===== config.mk =====
export PLATFORM = sky130hd
export DESIGN_NAME = qam_burst_modulator
export DESIGN_NICKNAME = d
export VERILOG_FILES = /design/src/rtl/qam_pkg.sv /design/src/rtl/qam_symbol_mapper.sv /design/src/rtl/qam_burst_modulator.sv
export SDC_FILE = /design/constraint.sdc
export NUM_CORES = 1
export LEC_CHECK = 0
export ABC_AREA = 0
export CAP_MARGIN = 40
export CORE_UTILIZATION = 55
export CTS_BUF_LIST = sky130_fd_sc_hd__clkbuf_8
export CTS_CLUSTER_DIAMETER = 50
export DETAILED_ROUTE_END_ITERATION = 12
export PLACE_DENSITY = 0.79
export SLEW_MARGIN = 20
export SYNTH_ARGS = -nofsm -noshare
export SYNTH_HDL_FRONTEND = slang
export SYNTH_SLANG_ARGS = --single-unit

===== constraint.sdc =====
create_clock -name clk -period 6.4 [get_ports clk]
set_input_delay 1.6 -clock clk [delete_from_list [all_inputs] [get_ports clk]]
set_output_delay 1.6 -clock clk [all_outputs]
set_load 0.01 [all_outputs]

===== src/rtl/qam_pkg.sv =====
// Shared types and constellation helpers for the QAM burst modulator and its
// symbol mapper (also used by the demodulator reference model).
package qam_pkg;

  typedef enum logic [1:0] {
    IDLE  = 2'd0,
    BURST = 2'd1,
    GUARD = 2'd2
  } state_e;

  localparam logic signed [2:0] L_M3 = -3'sd3;
  localparam logic signed [2:0] L_M1 = -3'sd1;
  localparam logic signed [2:0] L_P1 = 3'sd1;
  localparam logic signed [2:0] L_P3 = 3'sd3;

  localparam logic MODE_QPSK  = 1'b0;
  localparam logic MODE_16QAM = 1'b1;

  // Gray-coded 4-level axis: adjacent levels differ in one bit.
  function automatic logic signed [2:0] gray_level(input logic [1:0] bits);
    logic signed [2:0] lvl;
    case (bits)
      2'b00:   lvl = L_M3;
      2'b01:   lvl = L_M1;
      2'b11:   lvl = L_P1;
      default: lvl = L_P3;
    endcase
    return lvl;
  endfunction

endpackage


===== src/rtl/qam_symbol_mapper.sv =====
// Combinational symbol-to-constellation mapper: QPSK on sym[1:0] or Gray-coded
// 16-QAM with I from sym[3:2] and Q from sym[1:0].
module qam_symbol_mapper
  import qam_pkg::*;
(
  input  logic              mode_i,
  input  logic [3:0]        sym_i,
  output logic signed [2:0] i_o,
  output logic signed [2:0] q_o
);

  always_comb begin
    if (mode_i == MODE_QPSK) begin
      i_o = sym_i[1] ? L_M1 : L_P1;
      q_o = sym_i[0] ? L_M1 : L_P1;
    end else begin
      i_o = gray_level(sym_i[3:2]);
      q_o = gray_level(sym_i[1:0]);
    end
  end

endmodule


===== src/rtl/qam_burst_modulator.sv =====
// Burst-framed QPSK/16-QAM modulator: one symbol per 2^SPS_W samples, mixes the
// held I/Q levels with the shared carrier LUT, then inserts guard periods.
//
// state | meaning
// IDLE  | silent, waiting for a symbol at a slot boundary
// BURST | emitting BURST_SYMS symbol slots (missed slots are silent + underrun)
// GUARD | silent for GUARD_SYMS slots, input not consumed
module qam_burst_modulator
  import qam_pkg::*;
#(
  parameter int DW         = 9,
  parameter int SPS_W      = 7,
  parameter int BURST_SYMS = 32,
  parameter int GUARD_SYMS = 31,
  parameter int OUT_W      = DW + 3
) (
  input  logic                    clk,
  input  logic                    reset,
  input  logic                    mode,
  input  logic [3:0]              sym_in,
  input  logic                    sym_valid,
  output logic                    sym_ready,
  input  logic signed [DW-1:0]    cos_in,
  input  logic signed [DW-1:0]    sin_in,
  output logic [SPS_W-1:0]        phase_idx,
  output logic signed [OUT_W-1:0] mod_out,
  output logic                    burst_active,
  output logic                    underrun
);

  localparam int CNT_W  = $clog2(BURST_SYMS + 1);
  localparam int GCNT_W = (GUARD_SYMS > 0) ? $clog2(GUARD_SYMS + 1) : 1;
  localparam logic [CNT_W-1:0]  BURST_LAST = CNT_W'(BURST_SYMS);
  localparam logic [GCNT_W-1:0] GUARD_LAST = GCNT_W'(GUARD_SYMS);

  state_e                    state_q;
  logic [SPS_W-1:0]          phase_q;
  logic [CNT_W-1:0]          sym_cnt_q;
  logic [GCNT_W-1:0]         guard_cnt_q;
  logic [GCNT_W-1:0]         guard_cnt_d;
  logic                      burst_mode_q;
  logic signed [2:0]         i_q, q_q;
  logic signed [OUT_W-1:0]   mod_out_q;
  logic                      underrun_q;

  logic                      boundary, burst_done, transfer, map_mode;
  logic signed [2:0]         i_map, q_map, i_eff, q_eff;
  logic signed [OUT_W-1:0]   i_ext, q_ext, cos_ext, sin_ext, mod_d;

  assign boundary   = (phase_q == '0);
  assign burst_done = (state_q == BURST) && (sym_cnt_q == BURST_LAST);
  // The closing boundary of a burst never takes a symbol, so ready stays low there.
  assign sym_ready  = boundary && ((state_q == IDLE) || ((state_q == BURST) && !burst_done));
  assign transfer   = sym_valid && sym_ready;
  assign map_mode   = (state_q == IDLE) ? mode : burst_mode_q;
  assign guard_cnt_d = guard_cnt_q + GCNT_W'(1);

  qam_symbol_mapper u_mapper (
    .mode_i (map_mode),
    .sym_i  (sym_in),
    .i_o    (i_map),
    .q_o    (q_map)
  );

  always_comb begin
    i_eff = (state_q == BURST) ? i_q : 3'sd0;
    q_eff = (state_q == BURST) ? q_q : 3'sd0;
    if (transfer) begin
      i_eff = i_map;
      q_eff = q_map;
    end else if (boundary) begin
      i_eff = 3'sd0;
      q_eff = 3'sd0;
    end
  end

  // OUT_W >= DW+3 holds |3*cos| + |3*sin| exactly, so no saturation is needed.
  assign i_ext   = {{(OUT_W-3){i_eff[2]}}, i_eff};
  assign q_ext   = {{(OUT_W-3){q_eff[2]}}, q_eff};
  assign cos_ext = {{(OUT_W-DW){cos_in[DW-1]}}, cos_in};
  assign sin_ext = {{(OUT_W-DW){sin_in[DW-1]}}, sin_in};
  assign mod_d   = (i_ext * cos_ext) - (q_ext * sin_ext);

  always_ff @(posedge clk or negedge reset) begin
    if (!reset) begin
      state_q      <= IDLE;
      phase_q      <= '0;
      sym_cnt_q    <= '0;
      guard_cnt_q  <= '0;
      burst_mode_q <= MODE_QPSK;
      i_q          <= 3'sd0;
      q_q          <= 3'sd0;
      mod_out_q    <= '0;
      underrun_q   <= 1'b0;
    end else begin
      phase_q    <= phase_q + SPS_W'(1);
      mod_out_q  <= mod_d;
      i_q        <= i_eff;
      q_q        <= q_eff;
      underrun_q <= 1'b0;
      if (boundary) begin
        case (state_q)
          IDLE: begin
            if (transfer) begin
              burst_mode_q <= mode;
              sym_cnt_q    <= CNT_W'(1);
              state_q      <= BURST;
            end
          end
          BURST: begin
            if (burst_done) begin
              sym_cnt_q   <= '0;
              guard_cnt_q <= '0;
              state_q     <= (GUARD_SYMS == 0) ? IDLE : GUARD;
            end else begin
              sym_cnt_q <= sym_cnt_q + CNT_W'(1);
              if (!transfer) underrun_q <= 1'b1;
            end
          end
          GUARD: begin
            guard_cnt_q <= guard_cnt_d;
            if (guard_cnt_d == GUARD_LAST) state_q <= IDLE;
          end
          default: state_q <= IDLE;
        endcase
      end
    end
  end

  assign phase_idx    = phase_q;
  assign mod_out      = mod_out_q;
  assign burst_active = (state_q == BURST);
  assign underrun     = underrun_q;

endmodule


After elaboration in Yosys (flattened, before gate mapping):

Index checks and enable logic that the tools add are counted.

* flip-flop bits (word level): 40
* input port bits: 26
* output and inout port bits: 22
* logic and storage cells: 68

* add/subtract/negate cells: 4
* multipliers: 2
* equality and inequality tests: 11
* mux-type cells: 26
* reduce and logical (&&, ||, !) cells: 16

Operator list (count)
* $mux W3: 10
* $mul A3 B9 Y12: 2
* $pmux W3 S3: 2
* $mux W6: 2
* $pmux W6 S2: 1
* $sub A12 B12 Y12: 1
* $pmux W5 S2: 1
* $reduce_and A3 Y1: 3
* $add A7 B1 Y7 const B: 1
* $logic_not A7 Y1: 1
* $add A6 B1 Y6 const B: 1
* $eq A2 B1 Y1 const B: 3
* $eq A2 B2 Y1 const B: 3
* $eq A6 B6 Y1 const B: 1
* $logic_not A2 Y1: 3
* $mux W2: 3
* $pmux W2 S3: 1
* $add A5 B1 Y5 const B: 1
* $eq A5 B5 Y1 const B: 1
* $mux W1: 5
* $mux W5: 1
* $logic_and A1 B1 Y1: 4
* $ne A2 B2 Y1 const B: 2
* $reduce_and A4 Y1: 1
* other kinds (4): 5

Depth between registers and ports, before layout:

Gate-level depths: netlist of the first run.

* depth after elaboration: 11
* gate-level depth with buffers: 23
* mapped depth without buffers: 23

Hierarchy:

From an unflattened synthesis of the first run, not the netlist that was laid out.

* cell total of the unflattened synthesis: 426
* area, all modules: 3917.5 µm²

By module, submodules not included
* qam_burst_modulator: instances 1, cells each 408, area each 3798.6 µm², sequential area each 1001.0 µm²
* qam_symbol_mapper: instances 1, cells each 18, area each 118.9 µm², sequential area each 0.0 µm²

Worst setup path after synthesis of the first run:

No wires, ideal clock.

* path kind: input -> register
* start point: input mode
* end point: register mod_out_q[11], in the netlist mod_out[11]
* library setup time: 0.135 ns
* arrival: 6.176 ns
* data required time: 6.265 ns
* slack: 0.089 ns
* stages on the path: 18
* buffers on the path: 0
* path through: or3b_1 > and2_1 > o21a_1 > o21ai_4 > inv_4 > nor2_1 > fa_1 > fa_1 > fa_1 > inv_1 > fa_1 > inv_1 > ha_1 > nor2b_1 > nor4_1 > a21oi_1 > a31oi_1 > xor3_1

* word-level cells in the longest chain between the ends: 5
* elaborated cells between the ends (all ways): 8
* those cells by class: add/sub (1); mul (2); mux (5)

Ends and longest elaborated chain
* start, declared: line qam_burst_modulator.sv:19 `input logic mode,`
* $mux W1: line qam_burst_modulator.sv:55 `assign map_mode = (state_q == IDLE) ? mode : burst_mode_q;`
* $mux W3: line qam_symbol_mapper.sv:13 `if (mode_i == MODE_QPSK) begin`
* $mux W3: line qam_burst_modulator.sv:68 `if (transfer) begin`
* via i_eff[2]: line qam_burst_modulator.sv:47 `logic signed [2:0] i_map, q_map, i_eff, q_eff;`
* $mul A3 B9 Y12: line qam_burst_modulator.sv:82 `assign mod_d = (i_ext * cos_ext) - (q_ext * sin_ext);`
* $sub A12 B12 Y12: line qam_burst_modulator.sv:82
* via mod_d[11]: line qam_burst_modulator.sv:48 `logic signed [OUT_W-1:0] i_ext, q_ext, cos_ext, sin_ext, mod_d;`
* end signal, assigned: line qam_burst_modulator.sv:97 `mod_out_q <= mod_d;`
* end, declared: line qam_burst_modulator.sv:43 `logic signed [OUT_W-1:0] mod_out_q;`

The timed path passes the listed nets, and every way through them passes these cells.
A chain may end at the register's enable or synchronous reset.

Worst setup path in the final report of the first run:

* start point: input sym_in[2]
* end point: register mod_out_q[10], in the netlist mod_out[10]

* word-level cells in the longest chain between the ends: 6
* elaborated cells between the ends (all ways): 8
* those cells by class: add/sub (1); mul (1); eq/ne (2); mux (3); reduce/logical (1)

Ends and longest elaborated chain
* start, declared: line qam_burst_modulator.sv:20 `input logic [3:0] sym_in,`
* $eq A2 B2 Y1 (tied with other cells): line qam_pkg.sv:22 `case (bits)`
* $pmux W3 S3 *: line qam_pkg.sv:22
* $mux W3 *: line qam_symbol_mapper.sv:13
* $mux W3 *: line qam_burst_modulator.sv:68
* via i_eff[1]: line qam_burst_modulator.sv:47
* $mul A3 B9 Y12 *: line qam_burst_modulator.sv:82
* $sub A12 B12 Y12 *: line qam_burst_modulator.sv:82
* via mod_d[10]: line qam_burst_modulator.sv:48

The timed path passes the listed nets; every way through them passes the cells marked *.

==> results.yml, run 1 <==
status:
  status: "complete, no violations"
cells_and_area:
  num-fill-cells: 478
  fin_nets: 618
  syn_to_final_growth_pct: 27.7
  final_cells: 613
  final_util_pct: 73.4
  drive_gt1_share_pct: 16.8
  antenna_cells: 0
die:
  io_pins: 48
  start_util_pct: 57.5
  fp.dieH_um: 86.7
  num_rows: 30
  core_area_mm2: 0.00687
  die_w_um: 86.7
  dieArea_mm2: 0.00752
power:
  seq_power_share_pct: 22.6
  p_sw_share_pct: 37.2
  clock_power_share_pct: 16.0
  p_int_uw: 861
  p_switching_uw: 511
  leakage_nw: 2.47
  powerDensity_mw_per_mm2: 272
  combPwrFrac_pct: 61.4
  peakVddDrop_uv: 212
clock_tree:
  cts_made_buffers: 5
  clk_latency_ns: 0.31
  clock-sinks: 40
  cts-root-buf: "clkbuf_8"
  cts_tree: "done"
  cts_buffer_depth: 2
  clk_pin_slew_worst_paths_ns: 0.09
  holdBufCountCts: 0
  h-tree-depth: 2
place:
  place_hpwl_um: 6870
  io_buffers: 47
  dp.cells: 602
  finalWeightedCongestion: 0.859
  place_ws_ns: -0.620
sta:
  slew_violations: 0
  min_period_over_period_pct: 97.8
  setup_viol: 0
  setup_ws_ns: 0.138
  worstMarginPinSlew_ns: 0.533
  slew_headroom_pct: 64.3
  skew_ns: 0.0115
  max_freq_ghz: 0.160
  hold_viol_final: 0
  period_minus_slack_ns: 6.26
  grt_setup_unrepaired: "false"
yosys:
  avgSynthCellArea_um2: 9.43
  synthTopCellsByCount: "inv_1, dfrtp_1, ha_1"
  synth.net_count: 521
  yosysWarnings: 0
  synth-edff-count: 0
  yosysUniqueCellTypes: 63
  netlist_instances: 419
  yosysTopAreaCell: "dfrtp_1"
  synth-seq-cells: 40
  yosysMostFrequentCell: "inv_1"
  seq_area_frac_synth_pct: 25.3
  synth_top_area_share_pct: 25.3
  async_flop_share_pct: 100
  synth.cell_area_mm2: 0.00395
  ys.flop_type: "dfrtp_1"
  synth_area_leaders: "dfrtp_1, fa_1, ha_1"
global_routing:
  antenna_found_initial: 0
  first_global_vias: 3243
  grtUsageTotal_pct: 24.4
  grt_pass1_wl_um: 14300
  grt_max_degree: 25
  grt.overflow.total: 0
routing:
  drtIter0Drc: 138
  viasPerCell: 5.18
  ant_nets: 0
  wirelength_um: 8360
  dr.pass1.iters: 4
  wl_per_cell_um: 13.6
  drc: 0
  vias: 3176
setup_path:
  cp_cell_sequence: "clkdlybuf4s50_1, inv_1, ha_1, mux2i_1, o21ai_2, buf_4, buf_4, and2_1, fa_1, fa_1, fa_1, inv_1, fa_1, inv_1, ha_1, buf_4, or3_1, o21ai_0, nor4_1, nand3b_1"
  cp.required_ns: 6.57
  arrival_ns: 6.43
  cp-end-kind: "flop"
  worstSetupStartpointType: "input port"
  cpMostUsedCell: "fa_1"
  slowest_stage: "fa_1"
  critPathMaxStageDelay_ns: 0.55
  crit_fanout: 6
  crit_type: "input port to flop"
flow_run:
  maxCapViolCount: 0
hold_path:
  hp-class: "flop to flop"
[critical path: cells and delay by family]
| family | cells | cell delay [ns] |
|---|---|---|
| compound gates | 2 | 0.28 |
| fa+ha+maj | 6 | 2.54 |
| buf+inv | 7 | 1.08 |
| mux | 1 | 0.16 |
| simple gates | 4 | 0.78 |
[area by class of cell]
class	instances	area (µm²)	share of cell area, %
multi-input cells	294	2670	52.9
flip-flops and latches	40	1000	19.8
repair buffers	92	826	16.4
inverters	83	314	6.23
well taps	96	120	2.38
clock buffers	5	68.8	1.36
clock inverters	3	46.3	0.918
[power groups by stage]
| stage | clock network, mW | registers, mW | logic [mW] |
|---|---|---|---|
| final | 0.219 | 0.310 | 0.842 |
| after global routing | 0.233 | 0.313 | 0.927 |
| after CTS | 0.219 | 0.311 | 0.837 |
| after detailed placement | 0 | 0.315 | 0.816 |
| after global placement | 0 | 0.316 | 0.779 |
| after floorplan | 0 | 0.333 | 0.459 |
[flip-flops by register name, indices dropped and copies added (netlist names), 2 cells and up]
name / flops
state_q: 2
guard_cnt_q: 5
mod_out: 12
phase_idx: 7
q_q: 3
i_q: 3
sym_cnt_q: 6
[per-layer routing]
metal / vias up / global-route usage (%) / wire [µm]
met1: 1538 / 30.9 / 3700
met5: - / 0 / 0
met2: 72 / 43.1 / 4250
li1: 1550 / - / -
met4: 0 / 8.94 / 195
met3: 16 / 2.76 / 209
[through the flow]
stage                     hold slack [ns]  setup TNS, ns  power, mW  instance area (µm²)
after CTS                           0.496              0       1.37                 5020
after global routing                0.504              0       1.47                 5040
after floorplan                     0.451              0      0.792                 3950
after global placement              0.488          -1.63       1.10                 4830
after detailed placement            0.486          -1.95       1.13                 4860
final                               0.500              0       1.37                 5040
[cells in the final DEF (no fill, tap or decap), drive strengths merged, types with 12 or more instances in the layout]
cell type      count
and2              17
nand3             14
ha                39
fa                37
a21oi             12
buf               46
dfrtp             40
nor2              25
o21ai             21
clkdlybuf4s50     45
nand2             31
inv               84
[what timing repair did]
item                       CTS  global route
setup endpoints to repair    3             4
pin swaps                   10             6
resized for setup           10             4
buffers inserted             3             0
[final timing paths]
| kind | start | endpoint | slack (ns) | cells past startpoint |
|---|---|---|---|---|
| min | sym_cnt_q[5]$_DFFE_PN0P_ | sym_cnt_q[5]$_DFFE_PN0P_ | 0.50 | 1 |
| max | sym_in[2] | mod_out[10]$_DFF_PN0_ | 0.14 | 20 |
| max reg2reg | phase_idx[0]$_DFF_PN0_ | mod_out[10]$_DFF_PN0_ | 0.73 | 21 |
| min in group asynchronous | reset | mod_out[10]$_DFF_PN0_ | 1.22 | 1 |
| min reg2reg | sym_cnt_q[5]$_DFFE_PN0P_ | sym_cnt_q[5]$_DFFE_PN0P_ | 0.50 | 1 |
| max in group asynchronous | reset | guard_cnt_q[0]$_DFFE_PN0P_ | 4.70 | 2 |
[cell families (layout without fill, tap and decap cells)]
family / count (synthesis) / after routing / synth area share [%]
adders and majority gates: 76 / 76 / 31.1
buffers and inverters: 85 / 183 / 8.20
xor gates and xnor gates: 23 / 23 / 5.67
AOI/OAI and AO/OA: 63 / 63 / 11.3
other: 1 / 1 / 0.0949
DFF: 40 / 40 / 25.3
and+or+nand+nor: 129 / 129 / 17.8
muxes: 2 / 2 / 0.538
Power figures use the tool's default switching activity.
==> run 2: changes to the inputs <==
Settings changed: CORE_UTILIZATION 55 to 30, CTS_BUF_LIST sky130_fd_sc_hd__clkbuf_8 to sky130_fd_sc_hd__clkbuf_16, PLACE_DENSITY 0.79 to unset.
==> run 2 against run 1 <==
First-iteration DRC count up 0.72%. Critical path type unchanged. Largest cell class unchanged. Critical path depth down 1. Largest power group unchanged. Hold slack better by 0.0015 ns. Non-clock buffer count up 3.
==> results.yml, run 2 (synthesis gave the netlist of run 1 again) <==
sta:
  setup_ws_ns: 0.165
  skew_ns: 0.00180
  slew_headroom_pct: 66.8
  setup_viol: 0
  worstMarginPinSlew_ns: 0.493
  hold_viol_final: 0
  slew_violations: 0
  max_freq_ghz: 0.160
  min_period_over_period_pct: 97.4
  grt_setup_unrepaired: "false"
  period_minus_slack_ns: 6.24
global_routing:
  grt.overflow.total: 0
  grt_max_degree: 22
  grt_pass1_wl_um: 15000
  grtUsageTotal_pct: 14.2
  grtUsageMet1_pct: 18.0
  first_global_vias: 3136
  busiest_layer: "met2"
  grt.met3_usage_pct: 2.44
  use_met2_pct: 25.3
  antenna_found_initial: 0
setup_path:
  cp-end-kind: "flop"
  slowest_stage: "fa_1"
  cp.required_ns: 6.56
  arrival_ns: 6.39
  cpMostUsedCell: "fa_1"
  r2r_cells: 21
  crit_fanout: 6
  crit_type: "input port to flop"
  cp_cell_sequence: "clkdlybuf4s50_1, nor3b_1, o211ai_2, a21oi_2, buf_4, nand2_1, fa_1, inv_2, fa_1, fa_1, fa_1, inv_1, ha_2, a21oi_4, nor2b_4, nor4_4, a21oi_2, a31oi_1, xor3_1"
  path_delay_family: "adder cells"
  critPathMaxStageDelay_ns: 0.57
  worstSetupStartpointType: "input port"
  path_depth: 19
  cp_num_buf_inv: 4
die:
  num_rows: 41
  io_pins: 48
  core_area_mm2: 0.0127
  dieArea_mm2: 0.0136
  die_w_um: 117
  fp.dieH_um: 117
  start_util_pct: 31.0
clock_tree:
  clk_latency_ns: 0.28
  holdBufCountCts: 0
  cts_tree: "done"
  cts_buffer_depth: 2
  h-tree-depth: 2
  clk_pin_slew_worst_paths_ns: 0.06
  cts_made_buffers: 5
  clock-sinks: 40
  cts-root-buf: "clkbuf_16"
routing:
  dr.pass1.iters: 4
  ant_nets: 0
  drtIter0Drc: 139
  vias: 3085
  viasPerCell: 4.46
  wl_per_cell_um: 12.9
  drc: 0
  wirelength_um: 8940
flow_run:
  maxCapViolCount: 0
cells_and_area:
  drive_gt1_share_pct: 21.7
  antenna_cells: 0
  syn_to_final_growth_pct: 37.1
  final_cell_mix: "inv_1, clkdlybuf4s50_1, buf_4"
  final_common_cell: "inv_1"
  area.sequential_mm2: 0.00100
  fin_nets: 621
  largest_reg_flops: 12
  multiInputGateArea_mm2: 0.00286
  num-fill-cells: 1292
  final_util_pct: 42.6
place:
  place_ws_ns: -0.640
  finalWeightedCongestion: 0.845
  io_buffers: 47
  place_hpwl_um: 7380
hold_path:
  holdPathStages: 1
  hp-class: "flop to flop"
power:
  peakVddDrop_uv: 144
  powerDensity_mw_per_mm2: 294
  leakage_nw: 2.55
status:
  status: "complete, no violations"
run 2: changes by cell type in the layout (fill, tap and decap cells not counted), sizes merged:
cell	change
buf	+3
clkinvlp	-1
dlygate4sd2	-1
dlymetal6s2s	+1
clkinv	+1
run 2: path summary, 6_finish.rpt:
path	from	to	slack (ns)
max in group asynchronous	reset	i_q[1]$_DFF_PN0_	4.65
hold / removal	sym_cnt_q[5]$_DFFE_PN0P_	sym_cnt_q[5]$_DFFE_PN0P_	0.50
hold reg to reg	sym_cnt_q[5]$_DFFE_PN0P_	sym_cnt_q[5]$_DFFE_PN0P_	0.50
setup / recovery	sym_valid	mod_out[11]$_DFF_PN0_	0.16
setup reg to reg	phase_idx[0]$_DFF_PN0_	mod_out[11]$_DFF_PN0_	1.08
min in group asynchronous	reset	sym_cnt_q[5]$_DFFE_PN0P_	1.28
run 2: stage by stage:
step | hold WS [ns] | cells | total power [mW] | area [µm²] | TNS (ns)
after CTS | 0.496 | 690 | 1.52 | 5310 | 0
after global placement | 0.477 | 678 | 1.11 | 4940 | -1.93
after floorplan | 0.451 | 419 | 0.792 | 3950 | 0
after detailed placement | 0.492 | 679 | 1.12 | 4960 | -2.02
after global routing | 0.518 | 692 | 1.72 | 5420 | 0
final | 0.502 | 692 | 1.59 | 5420 | 0
run 2: routing by layer:
metal	wire, µm	vias up
li1	-	1546
met1	3970	1490
met2	4610	43
met3	290	6
met4	66	0
met5	0	-
run 2: what timing repair did:
item                       in CTS  in global routing
buffers inserted                4                  2
setup endpoints to repair       4                  4
pin swaps                      23                 34
resized for setup              31                 24
hold endpoints to repair        0                  0
run 2: power breakdown:
| part | switching (mW) | total, mW | internal, mW |
|---|---|---|---|
| sequential | 0.0140 | 0.314 | 0.300 |
| combinational | 0.455 | 1.00 | 0.546 |
| clock | 0.0950 | 0.277 | 0.182 |
run 2: layout make-up:
cell class / count / area share [%]
multi-input combinational: 294 / 52.9
clock buffer: 5 / 2.31
inverter: 83 / 5.80
tap: 172 / 3.97
clock inverter: 3 / 0.716
sequential: 40 / 18.5
timing repair buffer: 95 / 15.9
run 2: worst register-to-register path: cells and delay by family, from the launching register on:
family,cells,cell delay (ns)
flops,1,0.41
buf+inv,4,0.40
fa+ha+maj,6,2.19
xor+xnor,1,0.33
compound gates,4,0.72
simple gates,6,1.14
==> run 3: changes to the inputs <==
Settings changed: CTS_BUF_LIST sky130_fd_sc_hd__clkbuf_16 to sky130_fd_sc_hd__clkbuf_4 sky130_fd_sc_hd__clkbuf_8.
Clock period 6.4 ns to 5.2 ns, I/O delays scaled along.
==> run 3 against run 2 <==
The flow now finishes with violations (negative setup slack). Die area unchanged. Register-to-register slack got worse by 1.0 ns. Clock skew increased by 0.0027 ns. Hold slack got worse by 0.054 ns. Largest power group unchanged. Critical path type unchanged.
==> results.yml, run 3 (synthesis gave the netlist of run 1 again) <==
cells_and_area:
  antenna_cells: 0
  multiInputGateArea_mm2: 0.00296
  design_area_mm2: 0.00576
  fin_nets: 657
  syn_to_final_growth_pct: 45.9
  final_cells: 728
  num-fill-cells: 1226
  final_common_cell: "buf_4"
  final_util_pct: 45.3
  area.sequential_mm2: 0.00100
  largest_reg_flops: 12
  final_cell_mix: "buf_4, inv_1, clkdlybuf4s50_1"
  drive_gt1_share_pct: 29.9
die:
  die_w_um: 117
  io_pins: 48
  dieArea_mm2: 0.0136
  fp.dieH_um: 117
  core_area_mm2: 0.0127
  num_rows: 41
  start_util_pct: 31.0
clock_tree:
  clk_pin_slew_worst_paths_ns: 0.09
  clock-sinks: 40
  cts_buffer_depth: 2
  h-tree-depth: 2
  holdBufCountCts: 0
  cts-root-buf: "clkbuf_8"
  cts_tree: "done"
  cts_made_buffers: 5
  clk_latency_ns: 0.31
hold_path:
  hold_start: "phase_idx[0]$_DFF_PN0_"
  hp-class: "flop to flop"
power:
  peakVddDrop_uv: 215
  p_sw_share_pct: 36.7
  combPwrFrac_pct: 66.5
  powerDensity_mw_per_mm2: 345
  total_power_mw: 1.99
  p_switching_uw: 729
  leakage_nw: 2.70
  seq_power_share_pct: 19.2
  p_int_mw: 1.26
  clock_power_share_pct: 14.3
sta:
  max_freq_ghz: 0.182
  skew_ns: 0.00449
  worstMarginPinSlew_ns: 0.535
  setup_viol: 5
  slew_headroom_pct: 63.9
  setup_tns_ns: -1.20
  setup_ws_ns: -0.307
  grt_setup_unrepaired: "true"
  min_period_over_period_pct: 106
  slew_violations: 0
  hold_viol_final: 0
  period_minus_slack_ns: 5.51
  hold_ws_ns: 0.448
setup_path:
  arrival_ns: 5.70
  crit_fanout: 4
  reg2reg_from: "phase_idx[0]$_DFF_PN0_"
  crit_type: "input port to flop"
  cp-end-kind: "flop"
  worstSetupStartpointType: "input port"
  cp.required_ns: 5.40
  startpoint: "mode"
place:
  dp.cells: 696
  io_buffers: 47
  place_hpwl_um: 7380
  placed_area_mm2: 0.00517
  place_ws_ns: -1.22
  finalWeightedCongestion: 0.845
routing:
  wl_per_cell_um: 13.0
  wirelength_um: 9440
  drc: 0
  ant_nets: 0
  drtIter0Drc: 85
  vias: 3325
  dr.pass1.iters: 4
  viasPerCell: 4.57
global_routing:
  grt_pass1_wl_um: 16200
  grt_max_degree: 25
  antenna_found_initial: 0
  first_global_vias: 3481
  grtUsageTotal_pct: 15.4
  grt.overflow.total: 0
flow_run:
  maxCapViolCount: 0
status:
  violations: "negative setup slack"
  status: "complete, but fails checks"
-- run 3: worst max-delay path: stages --
cell	delay, ns
buf_6	0.07
or3b_4	0.37
and2_4	0.16
mux2i_4	0.19
o21ai_4	0.22
nand2_2	0.07
fa_1	0.48
inv_1	0.05
fa_1	0.51
fa_1	0.45
fa_1	0.60
ha_4	0.22
buf_6	0.12
a21oi_4	0.15
o21bai_4	0.08
a2111oi_4	0.28
buf_4	0.18
nor4_2	0.04
nand3b_1	0.15
-- run 3: repair_timing --
item,CTS,global route
pin swaps,37,37
setup endpoints to repair,9,8
gates resized for setup,42,21
hold endpoints to repair,0,0
buffers inserted,22,5
-- run 3: layer usage --
layer  up-vias  part of all wire (%)  global-route usage [%]
met3         7                   2.0                    1.56
met5         -                     0                       0
li1       1624                     -                       -
met4         0                   1.7                    5.15
met2        41                    52                    27.7
met1      1653                    44                    19.2
-- run 3: worst paths after layout --
kind,slack [ns],depth (start not counted),end
max in group asynchronous,3.80,2,mod_out[2]$_DFF_PN0_
setup reg to reg,0.05,22,mod_out[10]$_DFF_PN0_
setup / recovery,-0.31,19,mod_out[10]$_DFF_PN0_
hold reg to reg,0.45,1,phase_idx[0]$_DFF_PN0_
hold / removal,0.45,1,phase_idx[0]$_DFF_PN0_
min in group asynchronous,0.92,1,phase_idx[5]$_DFF_PN0_
-- run 3: area by class of cell --
cell class / count / share of cell area [%]
tap: 172 / 3.73
clock inverter: 2 / 0.673
multi-input combinational: 294 / 51.4
timing repair buffer: 131 / 19.8
sequential: 40 / 17.4
clock buffer: 6 / 1.43
inverter: 83 / 5.54
-- run 3: power by group through the flow --
stage                     logic, mW  registers (mW)  clock network, mW
after global routing           1.47           0.387              0.306
final                          1.32           0.382              0.285
after CTS                      1.20           0.384              0.293
after global placement         1.04           0.390                  0
after floorplan               0.635           0.410                  0
after detailed placement       1.07           0.390                  0
